`config.mk`:
```
export PLATFORM = sky130hd
export DESIGN_NAME = autoconfig_ctrl_flat
export DESIGN_NICKNAME = d
export VERILOG_FILES = /design/src/rtl/autoconfig_pkg.sv /design/src/rtl/autoconfig_if.sv /design/src/rtl/autoconfig_bus_sync.sv /design/src/rtl/autoconfig_ctrl.sv /design/src/flat_wrapper.sv
export SDC_FILE = /design/constraint.sdc
export NUM_CORES = 1
export LEC_CHECK = 0
export ABC_AREA = 1
export BUFFER_PORTS_ARGS = -buffer_cell sky130_fd_sc_hd__buf_2
export CORE_MARGIN = 2
export CORE_UTILIZATION = 49
export DETAILED_ROUTE_END_ITERATION = 16
export PLACE_DENSITY_LB_ADDON = 0.12
export RECOVER_POWER = 25
export REMOVE_ABC_BUFFERS = 1
export SYNTH_ARGS = -nofsm -noshare
export SYNTH_HDL_FRONTEND = slang
export SYNTH_SLANG_ARGS = --single-unit
```
`constraint.sdc`:
```
create_clock -name CLK -period 1.7 [get_ports CLK]
set_clock_uncertainty 0.1 [all_clocks]
set_input_delay 0.255 -clock CLK [delete_from_list [all_inputs] [get_ports CLK]]
set_output_delay 0.255 -clock CLK [all_outputs]
set_load 0.01 [all_outputs]
```
`src/rtl/autoconfig_pkg.sv`:
```
// autoconfig_pkg: shared types and constants for the Zorro II autoconfig
// responder of the 8MB FastRAM board.
//   - ac_state_e      : OFFER0..OFFER3 (index = block on offer), DONE
//   - OFF_*           : autoconfig register offsets (ADDR[8:1])
//   - DEF_*           : default manufacturer / product / serial identity
//   - E8_PAGE         : ADDR[23:16] of the autoconfig space ($E8xxxx)
//   - rom_nibble()    : autoconfig nibble ROM contents
//   - base_match()    : ADDR_MATCH bits claimed by a base-address write
package autoconfig_pkg;

  typedef enum logic [2:0] {
    OFFER0 = 3'd0,
    OFFER1 = 3'd1,
    OFFER2 = 3'd2,
    OFFER3 = 3'd3,
    DONE   = 3'd4
  } ac_state_e;

  localparam logic [7:0] E8_PAGE    = 8'hE8;

  localparam logic [7:0] OFF_TYPE   = 8'h00;
  localparam logic [7:0] OFF_PROD   = 8'h02;
  localparam logic [7:0] OFF_FLAGS  = 8'h04;
  localparam logic [7:0] OFF_MFG    = 8'h08;
  localparam logic [7:0] OFF_SERIAL = 8'h10;
  localparam logic [7:0] OFF_ROMVEC = 8'h20;
  localparam logic [7:0] OFF_BASE   = 8'h24;
  localparam logic [7:0] OFF_SHUTUP = 8'h26;

  localparam logic [15:0] DEF_MFG_ID  = 16'h07DB;
  localparam logic [7:0]  DEF_PROD_ID = 8'd69;
  localparam logic [15:0] DEF_SERIAL  = 16'd421;

  // Everything except the first two type nibbles and the ROM vector is
  // stored inverted, as the Zorro II autoconfig protocol requires.
  function automatic logic [3:0] rom_nibble(input logic [7:0]  off,
                                            input logic [15:0] mfg,
                                            input logic [7:0]  prod,
                                            input logic [15:0] ser);
    case (off)
      OFF_TYPE:             rom_nibble = 4'hE;  // Zorro II, memory
      OFF_TYPE + 8'd1:      rom_nibble = 4'h6;  // 2MB
      OFF_PROD:             rom_nibble = ~prod[7:4];
      OFF_PROD + 8'd1:      rom_nibble = ~prod[3:0];
      OFF_FLAGS:            rom_nibble = ~4'h8;
      OFF_FLAGS + 8'd1:     rom_nibble = ~4'h0;
      OFF_MFG:              rom_nibble = ~mfg[15:12];
      OFF_MFG + 8'd1:       rom_nibble = ~mfg[11:8];
      OFF_MFG + 8'd2:       rom_nibble = ~mfg[7:4];
      OFF_MFG + 8'd3:       rom_nibble = ~mfg[3:0];
      OFF_SERIAL:           rom_nibble = ~ser[15:12];
      OFF_SERIAL + 8'd1:    rom_nibble = ~ser[11:8];
      OFF_SERIAL + 8'd2:    rom_nibble = ~ser[7:4];
      OFF_SERIAL + 8'd3:    rom_nibble = ~ser[3:0];
      OFF_ROMVEC,
      OFF_ROMVEC + 8'd1:    rom_nibble = 4'h0;
      default:              rom_nibble = 4'hF;
    endcase
  endfunction

  // Base nibble 2/4/6/8 selects the 2MB block at $200000/$400000/...
  function automatic logic [7:0] base_match(input logic [3:0] nib);
    case (nib)
      4'h2:    base_match = 8'h03;
      4'h4:    base_match = 8'h0C;
      4'h6:    base_match = 8'h30;
      4'h8:    base_match = 8'hC0;
      default: base_match = 8'h00;
    endcase
  endfunction

endpackage

```
`src/rtl/autoconfig_if.sv`:
```
// autoconfig_if: 68000 bus signals seen by the autoconfig responder.
//   ASn, UDSn, RWn : raw bus strobes (asynchronous to CLK)
//   ADDR[23:1]     : address bus
//   DBUS_IN        : D[15:12] as driven by the CPU
//   DBUS_OUT       : read nibble for D[15:12]
//   DBUS_OE        : output enable for DBUS_OUT
// Modports: master (CPU side), slave (responder side).
interface autoconfig_if;
  logic        ASn;
  logic        UDSn;
  logic        RWn;
  logic [23:1] ADDR;
  logic [3:0]  DBUS_IN;
  logic [3:0]  DBUS_OUT;
  logic        DBUS_OE;

  modport master (output ASn, UDSn, RWn, ADDR, DBUS_IN,
                  input  DBUS_OUT, DBUS_OE);
  modport slave  (input  ASn, UDSn, RWn, ADDR, DBUS_IN,
                  output DBUS_OUT, DBUS_OE);
endinterface

```
`src/rtl/autoconfig_bus_sync.sv`:
```
// bus_sync: two-flop synchroniser with edge detection for active-low
// strobes. All flops reset to 1 (strobe idle).
//   CLK, RESETn : clock, asynchronous active-low reset
//   d_in        : raw asynchronous inputs
//   q_out       : synchronised level
//   rise, fall  : one-cycle pulses on synchronised 0->1 / 1->0
module bus_sync #(
  parameter int WIDTH = 2
) (
  input  logic             CLK,
  input  logic             RESETn,
  input  logic [WIDTH-1:0] d_in,
  output logic [WIDTH-1:0] q_out,
  output logic [WIDTH-1:0] rise,
  output logic [WIDTH-1:0] fall
);
  logic [WIDTH-1:0] d_p0, d_p1, d_p2;

  always_ff @(posedge CLK or negedge RESETn) begin
    if (!RESETn) begin
      d_p0 <= '1;
      d_p1 <= '1;
      d_p2 <= '1;
    end else begin
      // p0/p1: metastability chain; p2: previous synced value for edges
      d_p0 <= d_in;
      d_p1 <= d_p0;
      d_p2 <= d_p1;
    end
  end

  assign q_out = d_p1;
  assign rise  = d_p1 & ~d_p2;
  assign fall  = ~d_p1 & d_p2;
endmodule

```
`src/rtl/autoconfig_ctrl.sv`:
```
// autoconfig_ctrl: Zorro II autoconfig responder for the 8MB FastRAM board.
// Presents the nibble ROM at $E80000, accepts base-address (offset $24) and
// shutup (offset $26) writes, offering the memory as four 2MB blocks.
//   CLK, RESETn : bus clock, asynchronous active-low reset
//   CFGINn      : chain enable from previous board (low = our turn)
//   bus         : 68000 strobes, address, data nibble (autoconfig_if.slave)
//   CFGOUTn     : chain enable to next board
//   ADDR_MATCH  : bit n set = $200000 + n*1MB belongs to this board
//   CONFIGURED  : at least one block assigned
// Build option: define CDTV_EN to stay silent until the CDTV DMAC (first
// board in the chain) has been given its base address.
module autoconfig_ctrl
  import autoconfig_pkg::*;
#(
  parameter logic [15:0] MFG_ID  = DEF_MFG_ID,
  parameter logic [7:0]  PROD_ID = DEF_PROD_ID,
  parameter logic [15:0] SERIAL  = DEF_SERIAL
) (
  input  logic          CLK,
  input  logic          RESETn,
  input  logic          CFGINn,
  autoconfig_if.slave   bus,
  output logic          CFGOUTn,
  output logic [7:0]    ADDR_MATCH,
  output logic          CONFIGURED
);
  ac_state_e  state, state_nx;
  logic [7:0] match_nx;
  logic       configured_nx;
  logic       cfgin_r;
  logic [3:0] dbus_out_r;

  logic [1:0] strb_sync, strb_rise, strb_fall;
  logic       as_rise, uds_fall;
  logic       e8_hit, win, wr_qual, wr_base, wr_shut;
  logic [7:0] off;
  logic       unused_bits;

  bus_sync #(.WIDTH(2)) u_sync (
    .CLK    (CLK),
    .RESETn (RESETn),
    .d_in   ({bus.ASn, bus.UDSn}),
    .q_out  (strb_sync),
    .rise   (strb_rise),
    .fall   (strb_fall)
  );

  assign as_rise  = strb_rise[1];
  assign uds_fall = strb_fall[0] & ~strb_sync[1];

  assign off    = bus.ADDR[8:1];
  assign e8_hit = (bus.ADDR[23:16] == E8_PAGE);

`ifdef CDTV_EN
  logic dmac_seen;

  // A base write while our chain input is still high is the DMAC's.
  always_ff @(posedge CLK or negedge RESETn) begin
    if (!RESETn)
      dmac_seen <= 1'b0;
    else if (uds_fall && e8_hit && !bus.RWn && off == OFF_BASE && cfgin_r)
      dmac_seen <= 1'b1;
  end

  assign win = e8_hit & ~cfgin_r & (state != DONE) & dmac_seen;
`else
  assign win = e8_hit & ~cfgin_r & (state != DONE);
`endif

  assign wr_qual = uds_fall & win & ~bus.RWn;
  assign wr_base = wr_qual & (off == OFF_BASE);
  assign wr_shut = wr_qual & (off == OFF_SHUTUP);

  // Raw strobes here: the enable must follow UDSn without sync delay.
  assign bus.DBUS_OE  = RESETn & win & bus.RWn & ~bus.ASn & ~bus.UDSn;
  assign bus.DBUS_OUT = dbus_out_r;

  always_ff @(posedge CLK or negedge RESETn) begin
    if (!RESETn) state <= OFFER0;
    else         state <= state_nx;
  end

  always_comb begin
    state_nx      = state;
    match_nx      = ADDR_MATCH;
    configured_nx = CONFIGURED;
    if (wr_base) begin
      // Unknown base nibbles still consume the offer.
      match_nx      = ADDR_MATCH | base_match(bus.DBUS_IN);
      configured_nx = 1'b1;
      case (state)
        OFFER0:  state_nx = OFFER1;
        OFFER1:  state_nx = OFFER2;
        OFFER2:  state_nx = OFFER3;
        OFFER3:  state_nx = DONE;
        default: state_nx = state;
      endcase
    end else if (wr_shut) begin
      state_nx = DONE;
    end
  end

  always_ff @(posedge CLK or negedge RESETn) begin
    if (!RESETn) begin
      ADDR_MATCH <= 8'h00;
      CONFIGURED <= 1'b0;
      cfgin_r    <= 1'b1;
      CFGOUTn    <= 1'b1;
      dbus_out_r <= 4'hF;
    end else begin
      ADDR_MATCH <= match_nx;
      CONFIGURED <= configured_nx;
      // Chain signals only move at the end of a bus cycle.
      if (as_rise) begin
        cfgin_r <= CFGINn;
        CFGOUTn <= (state != DONE);
      end
      if (win && bus.RWn)
        dbus_out_r <= rom_nibble(off, MFG_ID, PROD_ID, SERIAL);
    end
  end

  assign unused_bits = strb_rise[0] ^ strb_fall[1] ^ (^bus.ADDR[15:9]);

endmodule

```
`src/flat_wrapper.sv`:
```
// flat-port wrapper written by rule: the top's interface ports become plain ports
module autoconfig_ctrl_flat import autoconfig_pkg::*;
#(
  parameter logic [15:0] MFG_ID  = DEF_MFG_ID,
  parameter logic [7:0]  PROD_ID = DEF_PROD_ID,
  parameter logic [15:0] SERIAL  = DEF_SERIAL
)
  (CLK, RESETn, CFGINn, CFGOUTn, ADDR_MATCH, CONFIGURED, bus_ASn, bus_UDSn, bus_RWn, bus_ADDR, bus_DBUS_IN, bus_DBUS_OUT, bus_DBUS_OE);
  autoconfig_if bus_i ();
  input  logic CLK;
  input  logic RESETn;
  input  logic CFGINn;
  output logic CFGOUTn;
  output logic [7:0] ADDR_MATCH;
  output logic CONFIGURED;
  input wire logic [$bits(bus_i.ASn)-1:0] bus_ASn;
  input wire logic [$bits(bus_i.UDSn)-1:0] bus_UDSn;
  input wire logic [$bits(bus_i.RWn)-1:0] bus_RWn;
  input wire logic [$bits(bus_i.ADDR)-1:0] bus_ADDR;
  input wire logic [$bits(bus_i.DBUS_IN)-1:0] bus_DBUS_IN;
  output wire logic [$bits(bus_i.DBUS_OUT)-1:0] bus_DBUS_OUT;
  output wire logic [$bits(bus_i.DBUS_OE)-1:0] bus_DBUS_OE;
  assign bus_i.ASn = bus_ASn;
  assign bus_i.UDSn = bus_UDSn;
  assign bus_i.RWn = bus_RWn;
  assign bus_i.ADDR = bus_ADDR;
  assign bus_i.DBUS_IN = bus_DBUS_IN;
  assign bus_DBUS_OUT = bus_i.DBUS_OUT;
  assign bus_DBUS_OE = bus_i.DBUS_OE;
  autoconfig_ctrl #(.MFG_ID(MFG_ID), .PROD_ID(PROD_ID), .SERIAL(SERIAL)) u_core (.CLK(CLK), .RESETn(RESETn), .CFGINn(CFGINn), .bus(bus_i), .CFGOUTn(CFGOUTn), .ADDR_MATCH(ADDR_MATCH), .CONFIGURED(CONFIGURED));
endmodule
```
## Word-level counts from Yosys, hierarchy flattened

Memories as Yosys holds them, arrays and structs flattened.
Cells that the tools add are included.

- Equality and inequality tests: 12
- Mux-type cells: 6
- Bitwise logic cells: 21
- Reduce and logical (&&, ||, !) cells: 5

Operator list:

| kind | number |
|---|---|
| $pmux 8 s4 | 1 |
| $eq 8x6->1 const B | 2 |
| $and 1x1->1 | 12 |
| $pmux 3 s4 | 1 |
| $eq 4x3->1 const B | 2 |
| $eq 8x8->1 const B | 1 |
| $mux 8 | 1 |
| $or 8x8->8 | 1 |
| $eq 3x2->1 const B | 2 |
| $mux 3 | 2 |
| $not 1->1 | 6 |
| $ne 5x5->1 const B | 1 |
| $eq 4x2->1 const B | 1 |
| $eq 4x4->1 const B | 1 |
| $mux 4 | 1 |
| $eq 3x1->1 const B | 1 |
| $logic_not 3->1 | 1 |
| $ne 3x3->1 const B | 1 |
| $and 2x2->2 | 1 |
| $logic_not 2->1 | 1 |
| $not 2->2 | 1 |
| $reduce_and 2->1 | 1 |
| $reduce_bool 2->1 | 1 |
| $logic_and 1x1->1 | 1 |

- Register bits: 24
- ROM bits: 256
- Bits of input ports: 33
- Word-level logic and storage cells: 54
- Memories kept: 1

Memory list:

| memory | depth | bits a word | rd ports | clocked after Yosys merged registers in | wr ports | RTL line | source |
|---|---|---|---|---|---|---|---|
| (name not given) | 64 | 4 | 1 | 0 | 0 | autoconfig_pkg.sv:40 | `case (off)` |

## Depth between registers and ports, before layout

- Depth after elaboration: 8
- Mapped depth: 9
- Gate-level depth less buffers: 9

## Cells and area by module

A second synthesis with hierarchy kept.

- Cell total of the unflattened synthesis: 176
- Area, all modules: 1427.6 um^2

Modules (own cells, without submodules):

| module | times used | cells an instance | area each (um^2) | seq. area each (um^2) |
|---|---|---|---|---|
| autoconfig_ctrl | 1 | 162 | 1239.9 | 457.9 |
| bus_sync | 1 | 14 | 187.7 | 157.7 |

## Least setup slack after synthesis

No wires, ideal clock.

- Kind: register -> output
- Start point: register u_core.state[2]
- End point: output bus_DBUS_OE
- Arrival time: 1.010 ns
- Setup slack: 0.335 ns
- Cell stages (with the launch flop): 6
- Path through: dfrtp_1 -> nand2_1 -> nor2_1 -> nor2_1 -> nand3_2 -> nor4_2

- Word-level cells in the longest chain between the ends: 6

RTL lines:

| element | RTL line | source |
|---|---|---|
| from (decl) | autoconfig_ctrl.sv:27 | `ac_state_e state, state_nx;` |
| from (signal assigned) | autoconfig_ctrl.sv:80 | `else state <= state_nx;` |
| $ne 3x3->1 | autoconfig_ctrl.sv:67 | `assign win = e8_hit & ~cfgin_r & (state != DONE);` |
| $and 1x1->1 | autoconfig_ctrl.sv:67 |  |
| $and 1x1->1 (4 in series) | autoconfig_ctrl.sv:75 | `assign bus.DBUS_OE = RESETn & win & bus.RWn & ~bus.ASn & ~bus.UDSn;` |
| to (decl) | flat_wrapper.sv:22 | `output wire logic [$bits(bus_i.DBUS_OE)-1:0] bus_DBUS_OE;` |

Every way passes these cells.

## Worst setup path after layout

- Start point: register u_core.cfgin_r
- End point: output bus_DBUS_OE

- Word-level cells in the longest chain between the ends: 7

RTL lines:

| element | RTL line | source |
|---|---|---|
| from (decl) | autoconfig_ctrl.sv:30 | `logic cfgin_r;` |
| from (signal assigned) | autoconfig_ctrl.sv:115 | `cfgin_r <= CFGINn;` |
| $not 1->1 | autoconfig_ctrl.sv:67 |  |
| $and 1x1->1 (2 in series) | autoconfig_ctrl.sv:67 |  |
| $and 1x1->1 (4 in series) | autoconfig_ctrl.sv:75 |  |

Every way passes these cells.

==> impl_metrics.env <==
export IMPL_cts_sinks=24
export IMPL_final_setup_tns_ns=-0.0843
export IMPL_die_area_mm2=0.00329
export IMPL_switching_power_w=0.000251
export IMPL_worstMarginPinSlew_ns=0.572
export IMPL_synth_cells_most_frequent="nand2_1 (42), inv_1 (29), nor2_1 (22)"
export IMPL_stdcell_count=252
export IMPL_clock_latency_ns=0.31
export IMPL_ant_nets=0
export IMPL_drv_cap=0
export IMPL_worstPathRequired_ns=1.34
export IMPL_slew_headroom_pct=61.9
export IMPL_timing_final_crit_share_pct=105
export IMPL_coreArea_mm2=0.00273
export IMPL_hold_viol=0
export IMPL_nNetsFinal=260
export IMPL_min_path_type="in2reg"
export IMPL_path_clk_slew_ns=0.13
export IMPL_combPwrFrac_pct=14.8
export IMPL_synth_most_common_cell="nand2_1"
export IMPL_drive_gt1_share_pct=35.3
export IMPL_fp_dieW_um=57.3
export IMPL_cts_root_buf="clkbuf_4"
export IMPL_grt_pass1_vias=1121
export IMPL_power_w=0.000992
export IMPL_seq_area_frac_synth_pct=44.2
export IMPL_totalWireLength_um=2630
export IMPL_synth_top_area_share_pct=22.6
export IMPL_first_pass_iters=4
export IMPL_ys_async_sr_fraction_pct=100
export IMPL_clock_path_buffers=2
export IMPL_synth_compound_area_share_pct=7.36
export IMPL_p_int_w=0.000742
export IMPL_synth_xor_area_share_pct=0
export IMPL_grt_max_degree=25
export IMPL_fmax_mhz=560
export IMPL_wl_per_cell_um=10.4
export IMPL_rsz0062_at_grt="yes"
export IMPL_leakage_nw=0.926
export IMPL_drv_slew=0
export IMPL_endpoint_kind="primary output"
export IMPL_yosys_warnings=0
export IMPL_worst_setup_path_start_kind="flop"
export IMPL_hpwl_um=2160
export IMPL_vdd_drop_max_mv=0.838
export IMPL_antenna_found_initial=0
export IMPL_yosysUniqueCellTypes=24
export IMPL_outcome="finished with violations"
export IMPL_synth_fa_ha_area_share_pct=4.49
export IMPL_arrival_ns=1.43
export IMPL_fp_row_count=19
export IMPL_yosys_area_share_simple_pct=35.1
export IMPL_layout_setup_ws_ns=-0.0843
export IMPL_htree_levels=1
export IMPL_cp_max_fo=2
export IMPL_drtIter0Drc=33
export IMPL_worst_setup_path_type="reg2out"
export IMPL_start_util_pct=51.0
export IMPL_place_port_buffers=40
export IMPL_netlist_area_mm2=0.00139
export IMPL_numPlacedInstances=244
export IMPL_pwr_share_clk_pct=24.7
export IMPL_holdPathStages=3
export IMPL_numCtsBuffers=3
export IMPL_setup_viol=1
export IMPL_ios=48
export IMPL_synth_cells=171
export IMPL_area_growth_pct=23.1
export IMPL_synth_top_family_by_area="simple AND/OR/NAND/NOR gates"
export IMPL_p_per_area_mw_per_mm2=578
export IMPL_gp_congestion=0.830
export IMPL_die_y_um=57.3
export IMPL_fill_cells=260
export IMPL_viasPerCell=4.82
export IMPL_synth_seq_cells=24
export IMPL_grtUsageTotal_pct=17.7
export IMPL_swShare_pct=25.3
export IMPL_violations="setup timing"
export IMPL_vias=1215
export IMPL_cts_tree="done"
export IMPL_grt_pass1_wl_um=4660
export IMPL_synth_area_leader_cell="dfstp_2"
export IMPL_p_seq_share_pct=60.5
export IMPL_synth_area_leaders="dfstp_2 (23%), dfrtp_1 (22%), nand2_1 (11%)"
export IMPL_synth_area_per_cell_um2=8.15
export IMPL_synthMuxAreaShare_pct=0
export IMPL_synth_main_ff_cell="dfstp_2"
export IMPL_overflow=0
export IMPL_n_antenna_cell=0
export IMPL_period_needed_ns=1.78
export IMPL_synth_edf_count=0
export IMPL_drt_drc_violations_left=0
export IMPL_reg2reg_depth=7
==> registers in the layout, summed over array words and instances, names as in the netlist <==
name,cells
u_core.bus.DBUS_OUT,4
u_core.cfgin_r,1
u_core.ADDR_MATCH,8
u_core.u_sync.q_out,2
u_core.u_sync.d_p0,2
u_core.u_sync.d_p2,2
u_core.CFGOUTn,1
u_core.state,3
u_core.CONFIGURED,1
==> cell type report <==
class,instances,area (µm²),area share [%]
well taps,31,38.8,2.26
repair buffers,46,249,14.5
clock buffers,4,26.3,1.53
flip-flops and latches,24,616,35.9
multi-input cells,114,662,38.6
inverters,33,124,7.22
==> power by group through the flow <==
stage          registers [W]  clock network, W  logic (W)
6_report            0.000601          0.000245   0.000146
5_1_grt             0.000602          0.000273   0.000168
4_1_cts             0.000602          0.000259   0.000149
3_5_place_dp        0.000611                 0   0.000142
3_3_place_gp        0.000610                 0   0.000136
2_1_floorplan       0.000611                 0  0.0000680
==> stage by stage <==
step,hold slack (ns),util (%),worst slack [ns],instance area [µm²]
after CTS,0.0398,62.8,-0.109,1720
after detailed placement,0.170,60.3,0.169,1650
final,0.0476,62.7,-0.0843,1720
after global placement,0.164,60.3,0.163,1650
after floorplan,-0.141,-,0.335,1390
after global routing,0.0556,62.7,-0.215,1720
==> repair_timing <==
action | CTS | global route
gates resized for setup | 2 | 1
endpoints found under the hold margin | 14 | 0
hold buffers | 3 | 0
endpoints found under the setup margin | 1 | 1
buffers inserted | 1 | 0
==> per-layer routing <==
layer | track usage (%) | part of all wire, % | up-vias | routed length, µm
met5 | 0 | 0 | - | 0
met4 | 0.997 | 0 | 0 | 0
met3 | 4.31 | 5.1 | 0 | 134
met2 | 31.7 | 52 | 29 | 1360
met1 | 22.9 | 43 | 556 | 1130
li1 | - | - | 630 | -
==> worst paths after layout <==
| kind | startpoint | endpoint | slack, ns |
|---|---|---|---|
| max | u_core.cfgin_r$_DFFE_PN1P_ | bus_DBUS_OE | -0.08 |
| max reg2reg | u_core.cfgin_r$_DFFE_PN1P_ | u_core.bus.DBUS_OUT[3]$_DFFE_PN1P_ | 0.30 |
| min reg2reg | u_core.u_sync.d_p0[1]$_DFF_PN1_ | u_core.u_sync.q_out[1]$_DFF_PN1_ | 0.27 |
| min in group asynchronous | RESETn | u_core.state[0]$_DFFE_PN0P_ | 0.46 |
| max in group asynchronous | RESETn | u_core.bus.DBUS_OUT[1]$_DFFE_PN1P_ | 0.64 |
| min | CFGINn | u_core.cfgin_r$_DFFE_PN1P_ | 0.05 |
==> cell usage in the layout, fill, tap and decap left out, drive strengths merged <==
cell and instances:
nand2 43, buf 41, inv 33, nor2 31, nand3 13, dfrtp 12, dfstp 12, o21bai 6
clkbuf 6, ha 5, a21oi 3, a21boi 3, dlygate4sd3 3, nand4 3, and3 2, o211ai 2
nor4 1, o21ai 1, or2 1
==> critical path: stages, from the launching register on <==
cell	delay, ns
dfstp_2	0.40
nor2_2	0.10
nand2_1	0.06
nor2_2	0.14
nand3_2	0.11
nor4_2	0.14
buf_2	0.17
==> cells by family after synthesis <==
| logic type | count (synthesis) |
|---|---|
| fa+ha+maj | 5 |
| flops | 24 |
| buf+inv | 33 |
| simple gates | 94 |
| compound gates | 15 |
No activity file was read; power rests on OpenSTA's default activity.
